File: src/rtl/mem_bus_loader_if.sv
// rtl/mem_bus_loader_if.sv - byte streams and memory bus seen by the loader
interface mem_bus_loader_if;
  logic [7:0]  rx_data;
  logic        rx_valid;
  logic        rx_ready;
  logic [7:0]  tx_data;
  logic        tx_valid;
  logic        tx_ready;
  logic [31:0] mem_addr;
  logic        mem_wr_ena;
  logic [31:0] mem_wr_data;
  logic [31:0] mem_rd_data;

  modport master (
    input  rx_data, rx_valid, tx_ready, mem_rd_data,
    output rx_ready, tx_data, tx_valid, mem_addr, mem_wr_ena, mem_wr_data
  );

  modport slave (
    output rx_data, rx_valid, tx_ready, mem_rd_data,
    input  rx_ready, tx_data, tx_valid, mem_addr, mem_wr_ena, mem_wr_data
  );
endinterface

File: src/rtl/mem_bus_loader.sv
// rtl/mem_bus_loader.sv - UART byte-stream driven memory bus initiator
module mem_bus_loader #(
  parameter int READ_LATENCY   = 1,
  parameter int TIMEOUT_CYCLES = 1_200_000,
  parameter bit HOLD_AT_RESET  = 1'b1
) (
  input  logic             clk,
  input  logic             rst,
  mem_bus_loader_if.master bus,
  output logic             core_hold_o,
  output logic             busy_o
);
  localparam logic [7:0] OP_W = 8'h57;
  localparam logic [7:0] OP_R = 8'h52;
  localparam logic [7:0] OP_G = 8'h47;
  localparam logic [7:0] OP_H = 8'h48;
  localparam logic [7:0] ACK  = 8'h06;
  localparam logic [7:0] NAK  = 8'h15;
  localparam int TW = (TIMEOUT_CYCLES > 1) ? $clog2(TIMEOUT_CYCLES) : 1;
  localparam int LW = (READ_LATENCY > 1) ? $clog2(READ_LATENCY) : 1;
  localparam logic [TW-1:0] TO_LAST  = TW'(TIMEOUT_CYCLES - 1);
  localparam logic [LW-1:0] LAT_LAST = LW'(READ_LATENCY - 1);

  typedef enum logic [2:0] {
    IDLE, ADDR, DATA, WRITE, READ_WAIT, RESP, RESP_READ
  } state_t;

  state_t      state_q, state_d;
  logic        is_wr_q, is_wr_d;
  logic [1:0]  cnt_q, cnt_d;
  logic [1:0]  idx_q, idx_d;
  logic [LW-1:0] lat_q, lat_d;
  logic [TW-1:0] to_q, to_d;
  logic [31:0] addr_sh_q, addr_sh_d;
  logic [31:0] data_sh_q, data_sh_d;
  logic [31:0] mem_addr_q, mem_addr_d;
  logic [31:0] mem_wr_data_q, mem_wr_data_d;
  logic [31:0] rdata_q, rdata_d;
  logic [7:0]  tx_data_q, tx_data_d;
  logic        tx_valid_q, tx_valid_d;
  logic        rx_ready_q, rx_ready_d;
  logic        hold_q, hold_d;
  logic        rx_fire, tx_fire;

  assign rx_fire = rx_ready_q & bus.rx_valid;
  assign tx_fire = tx_valid_q & bus.tx_ready;

  always_comb begin
    state_d       = state_q;
    is_wr_d       = is_wr_q;
    cnt_d         = cnt_q;
    idx_d         = idx_q;
    lat_d         = lat_q;
    to_d          = to_q;
    addr_sh_d     = addr_sh_q;
    data_sh_d     = data_sh_q;
    mem_addr_d    = mem_addr_q;
    mem_wr_data_d = mem_wr_data_q;
    rdata_d       = rdata_q;
    tx_data_d     = tx_data_q;
    hold_d        = hold_q;
    case (state_q)
      IDLE: if (rx_fire) begin
        to_d  = '0;
        cnt_d = 2'd0;
        case (bus.rx_data)
          OP_W:    begin is_wr_d = 1'b1; state_d = ADDR; end
          OP_R:    begin is_wr_d = 1'b0; state_d = ADDR; end
          OP_G:    begin hold_d = 1'b0; tx_data_d = ACK; state_d = RESP; end
          OP_H:    begin hold_d = 1'b1; tx_data_d = ACK; state_d = RESP; end
          default: begin tx_data_d = NAK; state_d = RESP; end
        endcase
      end
      ADDR: if (rx_fire) begin
        to_d = '0;
        cnt_d = cnt_q + 2'd1;
        addr_sh_d[{cnt_q, 3'b000} +: 8] = bus.rx_data;
        if (cnt_q == 2'd3) begin
          if (is_wr_q) begin
            state_d = DATA;
          end else if (hold_q) begin
            mem_addr_d = addr_sh_d;
            lat_d      = '0;
            state_d    = READ_WAIT;
          end else begin
            tx_data_d = NAK;
            state_d   = RESP;
          end
        end
      end else if (to_q == TO_LAST) begin
        to_d = '0;
        state_d = IDLE;
      end else begin
        to_d = to_q + 1'b1;
      end
      DATA: if (rx_fire) begin
        to_d = '0;
        cnt_d = cnt_q + 2'd1;
        data_sh_d[{cnt_q, 3'b000} +: 8] = bus.rx_data;
        if (cnt_q == 2'd3) begin
          // Bus registers load only when the write really happens.
          if (hold_q) begin
            mem_addr_d    = addr_sh_q;
            mem_wr_data_d = data_sh_d;
            state_d       = WRITE;
          end else begin
            tx_data_d = NAK;
            state_d   = RESP;
          end
        end
      end else if (to_q == TO_LAST) begin
        to_d = '0;
        state_d = IDLE;
      end else begin
        to_d = to_q + 1'b1;
      end
      WRITE: begin
        tx_data_d = ACK;
        state_d   = RESP;
      end
      READ_WAIT: if (lat_q == LAT_LAST) begin
        rdata_d   = bus.mem_rd_data;
        tx_data_d = bus.mem_rd_data[7:0];
        idx_d     = 2'd0;
        state_d   = RESP_READ;
      end else begin
        lat_d = lat_q + 1'b1;
      end
      RESP: if (tx_fire) state_d = IDLE;
      RESP_READ: if (tx_fire) begin
        if (idx_q == 2'd3) begin
          state_d = IDLE;
        end else begin
          idx_d     = idx_q + 2'd1;
          tx_data_d = rdata_q[{idx_d, 3'b000} +: 8];
        end
      end
      default: state_d = IDLE;
    endcase
    rx_ready_d = (state_d == IDLE) || (state_d == ADDR) || (state_d == DATA);
    tx_valid_d = (state_d == RESP) || (state_d == RESP_READ);
  end

  always_ff @(posedge clk or posedge rst) begin
    if (rst) begin
      state_q       <= IDLE;
      is_wr_q       <= 1'b0;
      cnt_q         <= 2'd0;
      idx_q         <= 2'd0;
      lat_q         <= '0;
      to_q          <= '0;
      addr_sh_q     <= '0;
      data_sh_q     <= '0;
      mem_addr_q    <= '0;
      mem_wr_data_q <= '0;
      rdata_q       <= '0;
      tx_data_q     <= '0;
      tx_valid_q    <= 1'b0;
      rx_ready_q    <= 1'b0;
      hold_q        <= HOLD_AT_RESET;
    end else begin
      state_q       <= state_d;
      is_wr_q       <= is_wr_d;
      cnt_q         <= cnt_d;
      idx_q         <= idx_d;
      lat_q         <= lat_d;
      to_q          <= to_d;
      addr_sh_q     <= addr_sh_d;
      data_sh_q     <= data_sh_d;
      mem_addr_q    <= mem_addr_d;
      mem_wr_data_q <= mem_wr_data_d;
      rdata_q       <= rdata_d;
      tx_data_q     <= tx_data_d;
      tx_valid_q    <= tx_valid_d;
      rx_ready_q    <= rx_ready_d;
      hold_q        <= hold_d;
    end
  end

  assign bus.rx_ready    = rx_ready_q;
  assign bus.tx_data     = tx_data_q;
  assign bus.tx_valid    = tx_valid_q;
  assign bus.mem_addr    = mem_addr_q;
  assign bus.mem_wr_data = mem_wr_data_q;
  assign bus.mem_wr_ena  = (state_q == WRITE);
  assign core_hold_o     = hold_q;
  assign busy_o          = (state_q != IDLE);
endmodule

File: src/flat_wrapper.sv
// flat-port wrapper written by rule: the top's interface ports become plain ports
module mem_bus_loader_flat 
#(
  parameter int READ_LATENCY   = 1,
  parameter int TIMEOUT_CYCLES = 1_200_000,
  parameter bit HOLD_AT_RESET  = 1'b1
)
  (clk, rst, core_hold_o, busy_o, bus_rx_data, bus_rx_valid, bus_tx_ready, bus_mem_rd_data, bus_rx_ready, bus_tx_data, bus_tx_valid, bus_mem_addr, bus_mem_wr_ena, bus_mem_wr_data);
  mem_bus_loader_if bus_i ();
  input  logic clk;
  input  logic rst;
  output logic core_hold_o;
  output logic busy_o;
  input wire logic [$bits(bus_i.rx_data)-1:0] bus_rx_data;
  input wire logic [$bits(bus_i.rx_valid)-1:0] bus_rx_valid;
  input wire logic [$bits(bus_i.tx_ready)-1:0] bus_tx_ready;
  input wire logic [$bits(bus_i.mem_rd_data)-1:0] bus_mem_rd_data;
  output wire logic [$bits(bus_i.rx_ready)-1:0] bus_rx_ready;
  output wire logic [$bits(bus_i.tx_data)-1:0] bus_tx_data;
  output wire logic [$bits(bus_i.tx_valid)-1:0] bus_tx_valid;
  output wire logic [$bits(bus_i.mem_addr)-1:0] bus_mem_addr;
  output wire logic [$bits(bus_i.mem_wr_ena)-1:0] bus_mem_wr_ena;
  output wire logic [$bits(bus_i.mem_wr_data)-1:0] bus_mem_wr_data;
  assign bus_i.rx_data = bus_rx_data;
  assign bus_i.rx_valid = bus_rx_valid;
  assign bus_i.tx_ready = bus_tx_ready;
  assign bus_i.mem_rd_data = bus_mem_rd_data;
  assign bus_rx_ready = bus_i.rx_ready;
  assign bus_tx_data = bus_i.tx_data;
  assign bus_tx_valid = bus_i.tx_valid;
  assign bus_mem_addr = bus_i.mem_addr;
  assign bus_mem_wr_ena = bus_i.mem_wr_ena;
  assign bus_mem_wr_data = bus_i.mem_wr_data;
  mem_bus_loader #(.READ_LATENCY(READ_LATENCY), .TIMEOUT_CYCLES(TIMEOUT_CYCLES), .HOLD_AT_RESET(HOLD_AT_RESET)) u_core (.clk(clk), .rst(rst), .bus(bus_i), .core_hold_o(core_hold_o), .busy_o(busy_o));
endmodule
File: config.mk
export PLATFORM = sky130hd
export DESIGN_NAME = mem_bus_loader_flat
export DESIGN_NICKNAME = d
export VERILOG_FILES = /design/src/rtl/mem_bus_loader_if.sv /design/src/rtl/mem_bus_loader.sv /design/src/flat_wrapper.sv
export SDC_FILE = /design/constraint.sdc
export NUM_CORES = 1
export LEC_CHECK = 0
export ABC_AREA = 1
export CAP_MARGIN = 20
export CORE_MARGIN = 10
export CORE_UTILIZATION = 35
export CTS_CLUSTER_DIAMETER = 40
export DETAILED_ROUTE_END_ITERATION = 10
export PLACE_DENSITY_LB_ADDON = 0.2
export SLEW_MARGIN = 30
export SYNTH_ARGS = -nofsm -noshare
export SYNTH_HDL_FRONTEND = slang
export SYNTH_SLANG_ARGS = --single-unit
File: constraint.sdc
create_clock -name clk -period 20.2 [get_ports clk]
set_clock_uncertainty 0.15 [all_clocks]
set_input_delay 3.03 -clock clk [delete_from_list [all_inputs] [get_ports clk]]
set_output_delay 3.03 -clock clk [all_outputs]
set_load 0.01 [all_outputs]
==> out/metrics.cfg, run 1 <==
[global_route]
grt-ovfl-total = 0
antenna_found_initial = 0
grt_pass1_vias = 8229
track_usage = 0.150
grt_max_degree = 124
grt_pass1_wl_mm = 43.5

[placement]
dp_hpwl_mm = 18.1
io_buffers = 120
gp_routability_congestion = 0.846
dpl.cell_count = 1734

[sta]
setup_viol = 0
worstMarginPinSlew_ps = 761
rsz0062_at_grt = no
hold_viol = 0
finalSetupTns_ps = 0
max_freq_mhz = 186
relSlewSlack = 0.493
finalCritPeriodShare = 0.266
fin_crit_ps = 5380
slew_viol_final = 0

[layout]
fill_cells = 2881
layoutNonFillerInstCount = 1766
fin_nets = 1427
final_common_cell = nand2_1
multi_input_area_um2 = 4010
areaGrowthSynthToFinish_pct = 22.0
final_cell_mix = 432 x nand2_1, 199 x dfrtp_1, 152 x o21ai_0, 122 x inv_1
diodes = 0
drive_gt1_frac = 0.0432
seq_area_um2 = 5010

[cts]
ctsHoldBuffers = 0
max-clock-path-buffers = 2
ctsHtreeMaxLevel = 4
clk_pin_slew_ps = 80
cts_buffers = 17
cts.sinks = 200
cts-root-buf = clkbuf_16
post_cts_buffers = 0
cts_tree = yes
insertion_delay_ps = 450
ctsResizeCount = 0

[worst_setup_path]
start_kind = primary input
reg2reg_from = u_core.cnt_q[0]
arrival_ps = 5540
rr_worst_depth = 7
rrSetupSlack_ps = 17290
r2r-end = u_core.bus.mem_addr[31]
critPathKind = in2reg
required_ps = 20360
endpoint_kind = flop
cp_max_fo = 59

[logic_synthesis]
synth_flop_cell = dfrtp_1
syn_inst = 1280
ys_ff_latch = 200
seq_area_frac_synth = 0.514
async_flop_share = 1.00
syn_area_um2 = 9740
synth_nets = 1332
ys_types = 36
ys_warn_count = 0
syn_area_per_cell_um2 = 7.61
synth_edf_count = 0

[status]
status = finished, final reports clean

[routing]
wirelength_mm = 26.0
route.vias.total = 8315
dr.first_iter.drc_count = 537
vias_per_cell = 4.71
dr.pass1.iters = 7
wl_per_cell_um = 14.7
remaining_drc_errors = 0
antenna_left = 0

[hold_path]
min_to = u_core.rdata_q[26]
min_path_cells = 2
hp-class = reg2reg
min-delay-start = u_core.rdata_q[26]

[pwr]
leakagePower_nw = 5.69
power_density_nw_per_um2 = 115
peakVddDrop_mv = 0.0520

[job]
cap_viol_max_count = 0

[die]
io_pins = 121
die_area_um2 = 34900
start_util = 0.352
die_h_um = 187
core_area_um2 = 27600
floorplan.rows = 61
die_x_um = 187

worst max-delay path by stage:
| stage | start | end | slack [ps] |
|---|---|---|---|
| floorplan | rst | u_core.addr_sh_q[0] | 11570 |
| global placement | bus_rx_valid | u_core.bus.mem_wr_data[19] | 14450 |
| CTS | bus_rx_valid | u_core.bus.mem_wr_data[28] | 14860 |
| finish | bus_rx_valid | u_core.bus.mem_addr[27] | 14820 |
| detailed placement | bus_rx_valid | u_core.bus.mem_wr_data[30] | 14370 |
| global route | bus_rx_valid | u_core.bus.mem_addr[28] | 14420 |
metrics by stage:
step	hold WS (ps)	setup WS (ps)	util	instance area [um^2]	total power [mW]
floorplan	287	11570	-	9740	0.884
global placement	303	14450	0.407	11200	1.01
detailed placement	304	14370	0.407	11200	1.02
CTS	324	14860	0.430	11900	1.38
global route	340	14420	0.430	11900	1.49
finish	322	14820	0.430	11900	1.37
report_power, final:
| group | total [mW] | internal [mW] | switching [mW] |
|---|---|---|---|
| sequential | 0.545 | 0.497 | 0.0484 |
| clock | 0.359 | 0.183 | 0.176 |
| combinational | 0.467 | 0.156 | 0.311 |
final cells by class:
type | instances | area share
multi-input cells | 897 | 0.337
repair buffers | 125 | 0.105
clock buffers | 18 | 0.0370
well taps | 378 | 0.0398
flip-flops and latches | 200 | 0.422
clock inverters | 14 | 0.0161
inverters | 134 | 0.0436
synthesized netlist by cell type, types with 2 or more instances:
master	n	area [um^2]
a31oi_1	2	12.5
dfrtp_1	199	4980
ha_1	8	100
o21ai_0	152	761
nor3_1	5	25.0
nand2_1	432	1620
inv_2	8	30.0
o22ai_1	16	100
o211ai_1	8	60.1
nand3_2	2	20.0
buf_1	2	7.51
a21oi_1	45	225
buf_6	2	22.5
xor2_1	3	26.3
nor2_1	121	454
clkinv_1	2	7.51
o21ai_1	18	90.1
nand3b_1	3	22.5
nor2_2	4	25.0
clkbuf_1	20	75.1
buf_2	24	120
nand3_1	54	270
inv_1	124	465
nor4_1	2	12.5
nand4_1	13	81.3
critical path: stages:
cell	delay, ps
clkdlybuf4s50_1	470
nand2_1	270
nor2_2	280
nand2_1	150
nor3_4	330
clkinv_2	660
nand2_1	240
o21ai_0	100
flip-flops by register name, indices dropped and copies added, names as in the netlist:
name                    flops
u_core.data_sh_q           32
u_core.bus.mem_addr        32
u_core.cnt_q                2
u_core.bus.tx_data          8
u_core.to_q                21
u_core.is_wr_q              1
u_core.idx_q                2
u_core.core_hold_o          1
u_core.rdata_q             32
u_core.bus.tx_valid         1
u_core.bus.rx_ready         1
u_core.addr_sh_q           32
u_core.state_q              3
u_core.bus.mem_wr_data     32
metal layers:
| metal | wire length (um) | vias to the layer above | GRT usage | part of all wire |
|---|---|---|---|---|
| met3 | 1230 | 20 | 0.0334 | 0.047 |
| met4 | 315 | 0 | 0.0434 | 0.012 |
| met5 | 0 | - | 0 | 0 |
| met1 | 12300 | 3881 | 0.199 | 0.47 |
| met2 | 12100 | 155 | 0.241 | 0.47 |
| li1 | - | 4259 | - | - |
kinds of logic (layout without fill, tap and decap cells):
logic type / Yosys count / in the layout / share of synthesized area
and+or+nand+nor: 641 / 641 / 0.266
adders and majority gates: 8 / 8 / 0.0103
buffers and inverters: 183 / 291 / 0.0753
DFF: 200 / 200 / 0.514
xor gates and xnor gates: 4 / 4 / 0.00360
AOI/OAI and AO/OA: 244 / 244 / 0.131
(Power assumes the default switching activity.)
==> run 2, diff against run 1 <==
==> constraint.sdc (replaced) <==
create_clock -name clk -period 5 [get_ports clk]
set_clock_uncertainty 0.15 [all_clocks]
set_input_delay 0.75 -clock clk [delete_from_list [all_inputs] [get_ports clk]]
set_output_delay 0.75 -clock clk [all_outputs]
set_load 0.01 [all_outputs]
==> out/metrics.cfg, run 2 (synthesized netlist as in run 1, its figures left out) <==
[sta]
finalSetupTns_ps = 0  ; unchanged
setup_viol = 0  ; unchanged
fin_crit_ps = 3090
slew_viol_final = 0  ; unchanged
layout_setup_ws_ps = 1910  ; was 14820 ps
rsz0062_at_grt = no  ; unchanged
hold_viol = 0  ; unchanged
finalCritPeriodShare = 0.618
max_freq_mhz = 323
relSlewSlack = 0.432  ; was 0.493
worstMarginPinSlew_ps = 852  ; was 761 ps

[worst_setup_path]
rrSetupSlack_ps = 2020  ; was 17290 ps
critPathMostFrequentCell = nand2_1  ; unchanged
critPathKind = in2reg  ; unchanged
arrival_ps = 3280  ; was 5540 ps
path_delay_family = buffers and inverters  ; was simple AND/OR/NAND/NOR gates
slowest_stage = clkinv_2  ; unchanged
required_ps = 5190  ; was 20360 ps
crit_path_cell_trace = clkdlybuf4s50_1 > nand2_1 > nor2_2 > nand2_1 > nor3_4 > clkinv_2 > o21ai_0  ; was clkdlybuf4s50_1 > nand2_1 > nor2_2 > nand2_1 > nor3_4 > clkinv_2 > nand2_1 > o21ai_0
start_kind = primary input  ; unchanged
cp_max_fo = 59  ; unchanged
crit_path_max_incr_delay_ps = 650  ; was 660 ps
endpoint_kind = flop  ; unchanged
worstPathBufferInverterCount = 2  ; unchanged

[routing]
dr.first_iter.drc_count = 622  ; was 537
vias_per_cell = 4.78  ; was 4.71
remaining_drc_errors = 0  ; unchanged
wl_per_cell_um = 14.7  ; about the same
wirelength_mm = 26.0  ; about the same
route.vias.total = 8450  ; was 8315
dr.pass1.iters = 5  ; was 7
antenna_left = 0  ; unchanged

[job]
cap_viol_max_count = 0  ; unchanged

[global_route]
antenna_found_initial = 0  ; unchanged
grt-ovfl-total = 0  ; unchanged
grt_pass1_wl_mm = 43.7  ; was 43.5 mm
grt_pass1_vias = 8399  ; was 8229
use_met3 = 0.0393  ; was 0.0334
track_usage = 0.150  ; about the same
grt_util_met1 = 0.196  ; was 0.199
grt_max_degree = 133  ; was 124
grt-busiest-layer = met2  ; unchanged
met2_usage = 0.243  ; was 0.241

[pwr]
peakVddDrop_mv = 0.253  ; was 0.0520 mV
power_density_nw_per_um2 = 463  ; was 115 nW/um^2
leakagePower_nw = 5.68  ; was 5.69 nW

[layout]
drive_gt1_frac = 0.0432  ; about the same
fin_nets = 1428  ; was 1427
areaGrowthSynthToFinish_pct = 21.7  ; was 22.0%
design_area_um2 = 11900  ; about the same
final_common_cell = nand2_1  ; unchanged
layoutNonFillerInstCount = 1767  ; was 1766
diodes = 0  ; unchanged
final_cell_mix = 432 x nand2_1, 199 x dfrtp_1, 152 x o21ai_0, 122 x inv_1  ; unchanged
postLayoutCoreUtil = 0.429  ; was 0.430

[cts]
ctsResizeCount = 0  ; unchanged
cts.sinks = 200  ; unchanged
max-clock-path-buffers = 2  ; unchanged
cts_tree = yes  ; unchanged
ctsHoldBuffers = 0  ; unchanged
insertion_delay_ps = 440  ; was 450 ps
ctsHtreeMaxLevel = 4  ; unchanged
cts-root-buf = clkbuf_16  ; unchanged
post_cts_buffers = 0  ; unchanged
clk_pin_slew_ps = 80  ; about the same
cts_buffers = 17  ; unchanged

[placement]
gp_routability_congestion = 0.874  ; was 0.846
io_buffers = 120  ; unchanged
dp_hpwl_mm = 18.5  ; was 18.1 mm
place_area_um2 = 11300  ; was 11200 um^2
place_ws_ps = 1710  ; was 14370 ps
dpl.cell_count = 1735  ; was 1734

[hold_path]
hp-class = reg2reg  ; unchanged

[die]
io_pins = 121  ; unchanged
die_h_um = 187  ; unchanged
die_area_um2 = 34900  ; unchanged
core_area_um2 = 27600  ; unchanged
die_x_um = 187  ; unchanged
start_util = 0.352  ; unchanged
floorplan.rows = 61  ; unchanged

[status]
status = finished, final reports clean  ; unchanged

[run 2: changes by cell type in the layout (fill, tap and decap cells not counted)]
cell / change
clkbuf_1: +1
inv_12: +1
buf_12: +1
clkinvlp_4: +1
buf_6: -1
inv_8: +2
bufinv_16: -1
clkbuf_8: -1
buf_4: +1
inv_6: -2
clkinv_2: +1
clkinv_8: -2
[run 2: layout make-up]
class                           instances  area (um^2)
Fill cell                            2835        15800
Sequential cell                       200         5010
Multi-Input combinational cell        897         4010
Timing Repair Buffer                  126         1260
Inverter                              134          509
Tap cell                              378          473
Clock buffer                           18          429
Clock inverter                         14          171
[run 2: worst paths after layout]
| path | startpoint | endpoint | depth (start not counted) |
|---|---|---|---|
| max | bus_rx_valid | u_core.bus.mem_addr[21] | 7 |
| min | u_core.rdata_q[10] | u_core.rdata_q[10] | 2 |
| max reg2reg | u_core.cnt_q[0] | u_core.bus.mem_addr[31] | 7 |
| min reg2reg | u_core.rdata_q[10] | u_core.rdata_q[10] | 2 |
| max in group asynchronous | rst | u_core.bus.mem_wr_data[25] | 3 |
| min in group asynchronous | rst | u_core.rdata_q[25] | 2 |
[run 2: per-layer routing]
layer	routed length (um)	part of all wire	vias to the layer above
met5	0	0	-
met4	319	0.012	0
met3	1450	0.056	18
met2	12300	0.47	172
met1	12000	0.46	3979
li1	-	-	4281
[run 2: tightest hold or removal path: cells and delay by family, from the launching register on]
kind,cells,cell delay [ps]
and+or+nand+nor,2,90
DFF,1,350
[run 2: power by group]
| group | switching (mW) | total (mW) | internal (mW) |
|---|---|---|---|
| combinational | 1.25 | 1.88 | 0.632 |
| sequential | 0.196 | 2.20 | 2.01 |
| clock | 0.721 | 1.40 | 0.682 |
[run 2: metrics by stage]
stage | hold slack [ps] | power (mW)
2_1_floorplan | 287 | 3.57
3_3_place_gp | 300 | 4.10
3_5_place_dp | 306 | 4.14
4_1_cts | 325 | 5.55
5_1_grt | 336 | 5.96
6_report | 319 | 5.49
